$ cat config.mk
export PLATFORM = sky130hd
export DESIGN_NAME = filt_window_addr_gen
export DESIGN_NICKNAME = d
export VERILOG_FILES = /design/src/rtl/filt_addr_pkg.sv /design/src/rtl/filt_dim_counter.sv /design/src/rtl/filt_window_addr_gen.sv
export SDC_FILE = /design/constraint.sdc
export NUM_CORES = 1
export LEC_CHECK = 0
export CORE_ASPECT_RATIO = 0.9
export CORE_MARGIN = 1.5
export CORE_UTILIZATION = 25
export DETAILED_ROUTE_END_ITERATION = 16
export DONT_BUFFER_PORTS = 1
export HOLD_SLACK_MARGIN = 0.05
export PLACE_DENSITY = 0.38
export RECOVER_POWER = 100
export SYNTH_ARGS = -nofsm -noshare
export SYNTH_HDL_FRONTEND = slang
export SYNTH_SLANG_ARGS = --single-unit
$ cat constraint.sdc
create_clock -name clk -period 8.55 [get_ports clk]
set_input_delay 2.565 -clock clk [delete_from_list [all_inputs] [get_ports clk]]
set_output_delay 2.565 -clock clk [all_outputs]
set_load 0.01 [all_outputs]
$ cat src/rtl/filt_addr_pkg.sv
// filt_addr_pkg: shared FSM state encoding and default widths for the window address generator
package filt_addr_pkg;
  typedef enum logic [1:0] {IDLE = 2'd0, RUN = 2'd1, DONE = 2'd2} state_e;
  localparam int DEF_ADDR_W = 32;
  localparam int DEF_DIM_W = 16;
endpackage

$ cat src/rtl/filt_dim_counter.sv
// filt_dim_counter: W-bit index counter that wraps to 0 after lim-1
// Ports: clk, rst (async high); clr loads zero (wins over en); en advances; lim is the
// element count; cnt is the index; tc flags cnt == lim-1.
module filt_dim_counter #(
  parameter int W = 16
) (
  input  logic         clk,
  input  logic         rst,
  input  logic         clr,
  input  logic         en,
  input  logic [W-1:0] lim,
  output logic [W-1:0] cnt,
  output logic         tc
);
  logic [W-1:0] cnt_q, cnt_d;
  // lim-1 is evaluated in W bits, so lim = 2^W-1 needs no extra width
  always_comb begin
    tc = cnt_q == lim - W'(1);
    cnt_d = clr ? '0 : en ? (tc ? '0 : cnt_q + W'(1)) : cnt_q;
  end
  always_ff @(posedge clk or posedge rst)
    if (rst) cnt_q <= '0;
    else cnt_q <= cnt_d;
  assign cnt = cnt_q;
endmodule

$ cat src/rtl/filt_window_addr_gen.sv
// filt_window_addr_gen: raster-order 2-D window address generator with pause, clear and level done
// Ports: clk, rst (async high); start/clear/pause controls; base_addr, col_stride, line_pitch,
// num_cols, num_rows config (latched on an accepted start); addr, addr_valid, col_idx, row_idx,
// last, busy, done status.
module filt_window_addr_gen
  import filt_addr_pkg::*;
#(
  parameter int ADDR_W = DEF_ADDR_W,
  parameter int DIM_W  = DEF_DIM_W
) (
  input  logic              clk,
  input  logic              rst,
  input  logic              start,
  input  logic              clear,
  input  logic              pause,
  input  logic [ADDR_W-1:0] base_addr,
  input  logic [ADDR_W-1:0] col_stride,
  input  logic [ADDR_W-1:0] line_pitch,
  input  logic [DIM_W-1:0]  num_cols,
  input  logic [DIM_W-1:0]  num_rows,
  output logic [ADDR_W-1:0] addr,
  output logic              addr_valid,
  output logic [DIM_W-1:0]  col_idx,
  output logic [DIM_W-1:0]  row_idx,
  output logic              last,
  output logic              busy,
  output logic              done
);
  state_e state_q, state_d;
  logic [ADDR_W-1:0] addr_q, addr_d, row_base_q, row_base_d;
  logic [ADDR_W-1:0] stride_q, stride_d, pitch_q, pitch_d;
  logic [DIM_W-1:0] cols_q, cols_d, rows_q, rows_d;
  logic start_ok, zero_dim, accept, step, col_tc, row_tc, idx_clr;
  always_comb begin
    start_ok = start && state_q != RUN && !clear;
    zero_dim = num_cols == '0 || num_rows == '0;
    accept = state_q == RUN && !pause;
    last = state_q == RUN && col_tc && row_tc;
    // indices hold their final values on the last accept
    step = accept && !last;
    idx_clr = clear || start_ok;
    state_d = clear ? IDLE : start_ok ? (zero_dim ? DONE : RUN) : (accept && last) ? DONE : state_q;
    addr_d = clear ? '0 : (start_ok && !zero_dim) ? base_addr :
             step ? (col_tc ? row_base_q + pitch_q : addr_q + stride_q) : addr_q;
    row_base_d = clear ? '0 : (start_ok && !zero_dim) ? base_addr :
                 (step && col_tc) ? row_base_q + pitch_q : row_base_q;
    stride_d = start_ok ? col_stride : stride_q;
    pitch_d = start_ok ? line_pitch : pitch_q;
    cols_d = start_ok ? num_cols : cols_q;
    rows_d = start_ok ? num_rows : rows_q;
  end
  always_ff @(posedge clk or posedge rst)
    if (rst) begin
      state_q <= IDLE;
      addr_q <= '0;
      row_base_q <= '0;
      stride_q <= '0;
      pitch_q <= '0;
      cols_q <= '0;
      rows_q <= '0;
    end else begin
      state_q <= state_d;
      addr_q <= addr_d;
      row_base_q <= row_base_d;
      stride_q <= stride_d;
      pitch_q <= pitch_d;
      cols_q <= cols_d;
      rows_q <= rows_d;
    end
  filt_dim_counter #(.W(DIM_W)) u_col (
    .clk(clk), .rst(rst), .clr(idx_clr), .en(step), .lim(cols_q), .cnt(col_idx), .tc(col_tc)
  );
  filt_dim_counter #(.W(DIM_W)) u_row (
    .clk(clk), .rst(rst), .clr(idx_clr), .en(step && col_tc), .lim(rows_q), .cnt(row_idx), .tc(row_tc)
  );
  assign addr = addr_q;
  assign addr_valid = state_q == RUN;
  assign busy = state_q == RUN;
  assign done = state_q == DONE;
endmodule

==> reports/results.ini, run 1 <==
[floorplanning]
core_sq_mm=0.0507
dieArea_sq_mm=0.0531
start_util=0.255
std_cell_rows=78
die_h_um=219
dieWidth_um=243
pin_count=201

[timing]
finClkSkew_ps=17.0
finalCritPeriodShare=0.760
setup_tns_ps=0
setup_violations=0
relSlewSlack=-1.63
fmax_mhz=154
finalHoldViolCount=0
slew_violations=338
tightest_slew_ps=3930
rsz0062_at_grt=false
period_minus_slack_ps=6500

[final_layout]
finalInstanceArea_sq_mm=0.0142
fill_cells=5409
final_util=0.279
regArea_sq_mm=0.00485
finalNonFillerCells=2046
syn_to_final_growth_pct=9.70
drive_gt1_frac=0.113
nNetsFinal=1552
multi_input_area_sq_mm=0.00767

[outcome]
outcome=complete, but fails checks
violations=max-capacitance violations, max-slew violations

[logic_synthesis]
synth_ff_type=dfrtp_1
synth_area_sq_mm=0.0129
synth_top_cell_area_share=0.376
synth_compound_area_frac=0.189
synth-adder-area-share=0.0670
synth_area_leaders=dfrtp_1 38%, mux2_2 8.3%, ha_1 6.4%
synth_xor_area_frac=0.0725
synth_cell_type_count=77
yosys.area_share.simple=0.167
syn_avg_cell_area_sq_um=9.32
synth_commonest_cells=194 x dfrtp_1, 154 x nand2_1, 95 x mux2_2, 95 x nor2_1, 87 x a21oi_1
post-synth-top-count-cell=dfrtp_1
synth-edff-count=0
synthesis.nets=1588
yosysTopAreaCell=dfrtp_1
synthArstFlopShare=1.00
synth_top_family_by_area=compound AO/OA/AOI/OAI gates
synth-seq-area-share=0.376
yosysWarnings=0
synthMuxAreaShare=0.0975
syn_inst=1387
synth-seq-cells=194

[pwr]
p_per_area_mw_per_mm2=220
p_leak_nw=5.87
vdd_drop_max_v=0.000182
power_mw=3.11

[worst_hold_path]
hold_class=reg -> reg

[placed_design]
placed_area_sq_mm=0.0136
portBuffers=0
place_inst=2012
dpl.hpwl_mm=35.6
gp_congestion=0.893

[clock_tree]
clk_path_buf_depth=2
cts_setup_buffers=0
hold_buffers=0
cts_resized=0
htree_levels=4
clk_pin_slew_ps=90
tritoncts=yes
cts_sinks=194
clock-root-buffer=clkbuf_16
clock_latency_ps=510
cts_made_buffers=17

[drt]
drc=0
drt_wl_total_mm=46.6
drtIter0Drc=643
viasPerCell=5.17
drtAntennaViolNets=0
routedWlPerCell_um=22.8
via_count=10600
dr.pass1.iters=5

[setup_path]
crit_path_max_fanout=68
critPathKind=in -> reg
crit_path_end_kind=flip-flop
worstPathArrival_ps=6890
start_kind=input pin
critical_path_required_ps=8940

[global_routing]
grt_use_total=0.178
grt-ovfl-total=0
grt_pass1_wl_mm=70.5
grt_max_degree=82
antenna_found_initial=5
first_global_vias=10500

[flow_run]
drv_cap=7

==> worst paths after layout <==
| path | from | end | slack (ps) | cells after the start |
|---|---|---|---|---|
| setup reg to reg | cols_q[2] | u_row.cnt[1] | 2620 | 10 |
| hold / removal | state_q[0] | state_q[0] | 520 | 2 |
| setup / recovery | start | pitch_q[10] | 2050 | 4 |
| hold reg to reg | state_q[0] | state_q[0] | 520 | 2 |
| max in group asynchronous | rst | stride_q[18] | 2380 | 2 |
| min in group asynchronous | rst | u_row.cnt[6] | 3100 | 1 |
==> state kept, by name, summed over array words and instances, names as in the netlist <==
name,flops
row_base_q,32
pitch_q,32
addr,32
cols_q,16
state_q,2
stride_q,32
rows_q,16
u_row.cnt,16
u_col.cnt,16
==> placed cells by master, fill, tap and decap left out, types with 15 or more instances in the layout <==
cell         n
nor3_1      27
a21oi_1     87
nand2_1    154
clkbuf_16   17
inv_1       30
nor2_1      95
mux2_2      94
a21o_1      25
o211ai_1    28
mux2i_1     19
and3_1      23
dfrtp_1    194
ha_1        66
a31oi_1     15
a211oi_1    15
xor2_1      42
nor4_1      28
o21ai_0     80
nand3_1     23
xnor2_1     65
a311oi_1    19
==> layout make-up <==
cell class,count,area share
Timing Repair Buffer,9,0.00362
Tap cell,680,0.0600
Multi-Input combinational cell,1098,0.541
Inverter,31,0.00830
Clock inverter,15,0.0140
Clock buffer,17,0.0300
Sequential cell,194,0.342
Antenna cell,2,0.000353
==> per-layer routing <==
metal	share of wire	wire (um)	vias up	GRT usage
met2	0.43	19800	236	0.260
met3	0.057	2670	38	0.0503
li1	-	-	5061	-
met1	0.50	23400	5240	0.255
met4	0.013	612	4	0.0484
met5	0.00045	21	-	0
==> through the flow <==
step	hold slack [ps]	worst slack, ps
6_report	519	2050
4_1_cts	520	2610
5_1_grt	545	1490
3_5_place_dp	495	3200
2_1_floorplan	455	701
3_3_place_gp	486	3220
==> worst max-delay path, stage by stage <==
cell	delay, ps
nand2_1	40
nor2_1	2130
clkbuf_2	1650
mux2_2	440
==> report_power, final <==
part	leakage [nW]	switching (mW)	total (mW)	internal (mW)
clock network	0.302	0.475	0.879	0.403
registers	2.46	0.165	1.20	1.04
logic	3.10	0.594	1.03	0.436
total	5.87	1.23	3.11	1.88
==> cells by family after synthesis <==
kind of cell | Yosys count
DFF | 194
adders and majority gates | 68
buffers and inverters | 95
and+or+nand+nor | 441
muxes | 114
AOI/OAI and AO/OA | 368
xor gates and xnor gates | 107
No activity file was read; power rests on OpenSTA's default activity.
==> run 2, diff against run 1 <==
Settings changed: PLACE_DENSITY 0.38 to 0.4.
Clock period 8.55 ns to 5.6 ns, I/O delays scaled along.
==> run 2 against run 1 <==
  * The flow still finishes with violations (max-capacitance violations, max-slew violations)
  * First-iteration DRC count fell by 23%
  * Total power rose by 49%
  * Register-to-register slack got worse by 2100 ps
  * Die area unchanged
  * Cell area about the same
  * Via count down 0.13%
  * Sequential share of layout area about the same
  * Sequential power up 51%
  * Critical path type is now reg -> out
  * Highest routed layer unchanged
==> reports/results.ini, run 2 (synthesis results as in run 1) <==
[outcome]
outcome=complete, but fails checks
violations=max-capacitance violations, max-slew violations

[timing]
tightest_slew_ps=2360
setup_tns_ps=0
rsz0062_at_grt=false
fmax_mhz=194
relSlewSlack=-0.576
finalHoldViolCount=0
slew_violations=188
finClkSkew_ps=14.3
finalCritPeriodShare=0.923
setup_violations=0
period_minus_slack_ps=5170

[final_layout]
syn_to_final_growth_pct=9.78
drive_gt1_frac=0.116
final_util=0.280
final_common_cell=dfrtp_1
nNetsFinal=1555
final_cell_mix=194 x dfrtp_1, 154 x nand2_1, 95 x mux2_2, 93 x nor2_1, 87 x a21oi_1
fill_cells=5443

[clock_tree]
cts_setup_buffers=0
tritoncts=yes
cts_made_buffers=17
clk_pin_slew_ps=80
clock_latency_ps=500
clk_path_buf_depth=2
hold_buffers=0
clock-root-buffer=clkbuf_16
cts_sinks=194
cts_resized=0
htree_levels=4

[floorplanning]
pin_count=201
start_util=0.255
core_sq_mm=0.0507
dieArea_sq_mm=0.0531
std_cell_rows=78
dieWidth_um=243
die_h_um=219

[setup_path]
worstPathArrival_ps=3490
reg2reg_to=row_base_q[26]
path_cells=nor4_1 -> a31oi_1 -> nand2b_1 -> a211oi_1 -> nor2_1 -> nor4_1 -> and3_1
crit_path_max_fanout=9
max_stage_delay_ps=820
cpMaxStageDelayCell=nor4_1
r2r_start=cols_q[0]
crit_path_end_kind=output port
critPathKind=reg -> out
rr_worst_depth=13
start_kind=flip-flop
r2r_setup_slack_ps=550
critical_path_required_ps=3920
crit_top_cell=nor4_1
crit_start=rows_q[3]
critPathCapture=last

[global_routing]
grt_max_degree=98
antenna_found_initial=11
first_global_vias=10600
grt-ovfl-total=0
grt_pass1_wl_mm=68.1
grt_use_total=0.172

[pwr]
p_per_area_mw_per_mm2=328
vdd_drop_max_v=0.000284
p_leak_nw=5.85

[drt]
viasPerCell=5.15
via_count=10600
drtAntennaViolNets=0
drt_wl_total_mm=45.0
drc=0
drtIter0Drc=492
dr.pass1.iters=5
routedWlPerCell_um=21.9

[flow_run]
drv_cap=4

[worst_hold_path]
hold_class=reg -> reg

[placed_design]
dpl.hpwl_mm=34.6
portBuffers=0
gp_congestion=0.832

run 2: cell types whose count changed in the layout (fill, tap and decap cells not counted), moves of 3 or more:
cell | before | now
clkinvlp_4 | 0 | 6
clkinv_8 | 6 | 0
diode_2 | 2 | 5
o21ai_1 | 3 | 0
o21ai_0 | 80 | 83
run 2: worst min-delay path by stage:
stage          startpoint         end  slack [ps]  cells after the start
3_5_place_dp   state_q[1]  state_q[1]         480                      2
3_3_place_gp   state_q[1]  state_q[1]         470                      2
6_report       state_q[1]  state_q[1]         490                      2
4_1_cts        state_q[1]  state_q[1]         500                      2
2_1_floorplan  state_q[1]  state_q[1]         460                      2
5_1_grt        pitch_q[2]  pitch_q[2]         530                      1
run 2: worst max-delay path: cells and delay by family, from the launching register on:
kind | cells | cell delay (ps)
AO/OA/AOI/OAI | 2 | 470
flip-flops | 1 | 460
AND/OR/NAND/NOR | 5 | 2040
run 2: final cells by class:
type                       instances  area [sq um]  area share
clock inverter                    13           151      0.0107
inverter                          31           118     0.00829
multi-input combinational       1098          7680       0.541
timing repair buffer              12          77.6     0.00547
sequential                       194          4850       0.342
antenna                            5          12.5    0.000882
clock buffer                      19           443      0.0312
tap                              680           851      0.0600
run 2: layer usage:
metal,share of wire,GRT usage,vias up
li1,-,-,5081
met1,0.41,0.197,5191
met2,0.49,0.292,219
met3,0.079,0.0653,60
met4,0.020,0.0576,14
met5,0.0020,0.0147,-
run 2: power breakdown:
| group | internal, mW | switching (mW) | leakage [nW] |
|---|---|---|---|
| clock | 0.676 | 0.637 | 0.271 |
| combinational | 0.667 | 0.863 | 3.12 |
| sequential | 1.59 | 0.222 | 2.46 |
run 2: stage by stage:
stage	power [mW]	hold WS, ps	area, sq um	cells	setup slack (ps)
floorplan	2.96	455	12900	1387	1080
global placement	3.38	471	13600	2015	968
detailed placement	3.39	479	13600	2015	974
CTS	4.74	497	14200	2047	408
global route	4.97	531	14200	2050	133
finish	4.65	493	14200	2052	434
==> run 3, diff against run 2 <==
Clock period 5.6 ns to 4.46 ns, I/O delays scaled along.
==> run 3 against run 2 <==
  * The flow still finishes with violations (max-capacitance violations, max-slew violations)
  * Critical endpoint unchanged
  * Sequential share of layout area decreased by 0.53 points
  * Combinational power increased by 27%
  * Largest cell class unchanged
  * Hold slack got worse by 3.7 ps
  * Die area unchanged
  * Total power increased by 29%
  * Via count decreased by 0.18%
  * Non-clock buffer count increased by 16
  * Cell count increased by 0.58%
  * Wire length increased by 0.29%
==> reports/results.ini, run 3 (synthesis results as in run 1) <==
[setup_path]
rr_worst_depth=12
crit_path_end_kind=output port
start_kind=flip-flop
r2r_setup_slack_ps=260
critical_path_required_ps=3120
critPathKind=reg -> out
crit_start=rows_q[3]
worstPathArrival_ps=2950
reg2reg_to=addr[30]
crit_path_max_fanout=9
r2r_start=rows_q[0]

[global_routing]
grt_max_degree=104
antenna_found_initial=6
grt_use_total=0.170
grt-ovfl-total=0
first_global_vias=10800
grt_pass1_wl_mm=68.5

[drt]
highest_layer=met5
drtAntennaViolNets=0
dr_wl_met3_mm=3.10
wl_met2_mm=22.8
met1_length_mm=18.8
routedWlPerCell_um=21.9
dr.pass1.iters=5
drtIter0Drc=460
via_count=10500
drc=0
viasPerCell=5.11
drt_wl_total_mm=45.1

[final_layout]
syn_to_final_growth_pct=11.6
final_common_cell=dfrtp_1
drive_gt1_frac=0.132
final_util=0.284
final_cell_mix=192 x dfrtp_1, 154 x nand2_1, 97 x nor2_1, 95 x mux2_2, 87 x a21oi_1
nNetsFinal=1571

[clock_tree]
hold_buffers=0
cts_made_buffers=17
cts_sinks=194
clk_pin_slew_ps=70
cts_setup_buffers=0
clock_latency_ps=460
tritoncts=yes
htree_levels=4
clk_path_buf_depth=2
clock-root-buffer=clkbuf_16

[timing]
fmax_mhz=233
finalWorstSetupSlack_ps=170
finClkSkew_ps=14.0
finalHoldViolCount=0
period_minus_slack_ps=4290
setup_tns_ps=0
whs_ps=489
finalCritPeriodShare=0.962
relSlewSlack=-0.199
tightest_slew_ps=1800
setup_violations=0
rsz0062_at_grt=false
slew_violations=98

[worst_hold_path]
hold_depth=2
hold_end=state_q[1]
min_from=state_q[1]
hold_class=reg -> reg

[pwr]
vdd_drop_max_v=0.000314
p_per_area_mw_per_mm2=416
power_mw=6.00
p_leak_nw=5.99

[floorplanning]
pin_count=201
core_sq_mm=0.0507
die_h_um=219
dieWidth_um=243
dieArea_sq_mm=0.0531
std_cell_rows=78
start_util=0.255

[placed_design]
gp_congestion=0.827
portBuffers=0
dpl.hpwl_mm=34.6
pre_cts_ws_ps=454

[outcome]
violations=max-capacitance violations, max-slew violations
outcome=complete, but fails checks

[flow_run]
drv_cap=2

==> run 3: cell count changes in the layout (fill, tap and decap cells not counted), sizes merged <==
cell | before | now
buf | 4 | 17
diode | 5 | 1
clkinvlp | 7 | 2
clkbuf | 27 | 34
clkinv | 1 | 2
inv | 34 | 31
bufinv | 2 | 5
==> run 3: per-layer routing <==
layer,track usage,up-vias
li1,-,5079
met3,0.0614,30
met2,0.307,160
met1,0.194,5267
met4,0.0298,10
met5,0,-
==> run 3: worst max-delay path, cell delays in order (launching register included) <==
cell,delay [ps]
dfrtp_2,460
or4_4,600
nor4_4,310
nor3_1,100
a211oi_2,250
nor2_1,110
nor4_2,270
buf_4,170
and3_2,230
==> run 3: repair_timing <==
item,CTS,global route
cloned,0,0
setup endpoints to repair,1,1
resized for setup,5,12
==> run 3: where the power goes <==
| part | total (mW) | switching [mW] | leakage (nW) | internal (mW) |
|---|---|---|---|---|
| Clock | 1.76 | 0.729 | 0.312 | 1.03 |
| Sequential | 2.29 | 0.294 | 2.46 | 2.00 |
| Combinational | 1.95 | 1.10 | 3.22 | 0.855 |
==> run 3: area by class of cell <==
cell class / instances / area [sq um]
Fill cell: 5413 / 36300
Multi-Input combinational cell: 1098 / 7740
Sequential cell: 194 / 4860
Tap cell: 680 / 851
Clock buffer: 23 / 468
Timing Repair Buffer: 28 / 200
Clock inverter: 9 / 176
Inverter: 31 / 118
Antenna cell: 1 / 2.50
==> run 3: per-stage QoR <==
step	cells	area (sq um)
2_1_floorplan	1387	12900
3_3_place_gp	2031	13800
3_5_place_dp	2031	13800
4_1_cts	2063	14500
5_1_grt	2064	14400
6_report	2064	14400
==> run 3: worst max-delay path by stage <==
stage	to	slack, ps	depth (start not counted)
floorplan	last	280	11
global placement	last	440	8
detailed placement	last	450	8
CTS	last	30	10
global route	last	20	8
finish	last	170	8
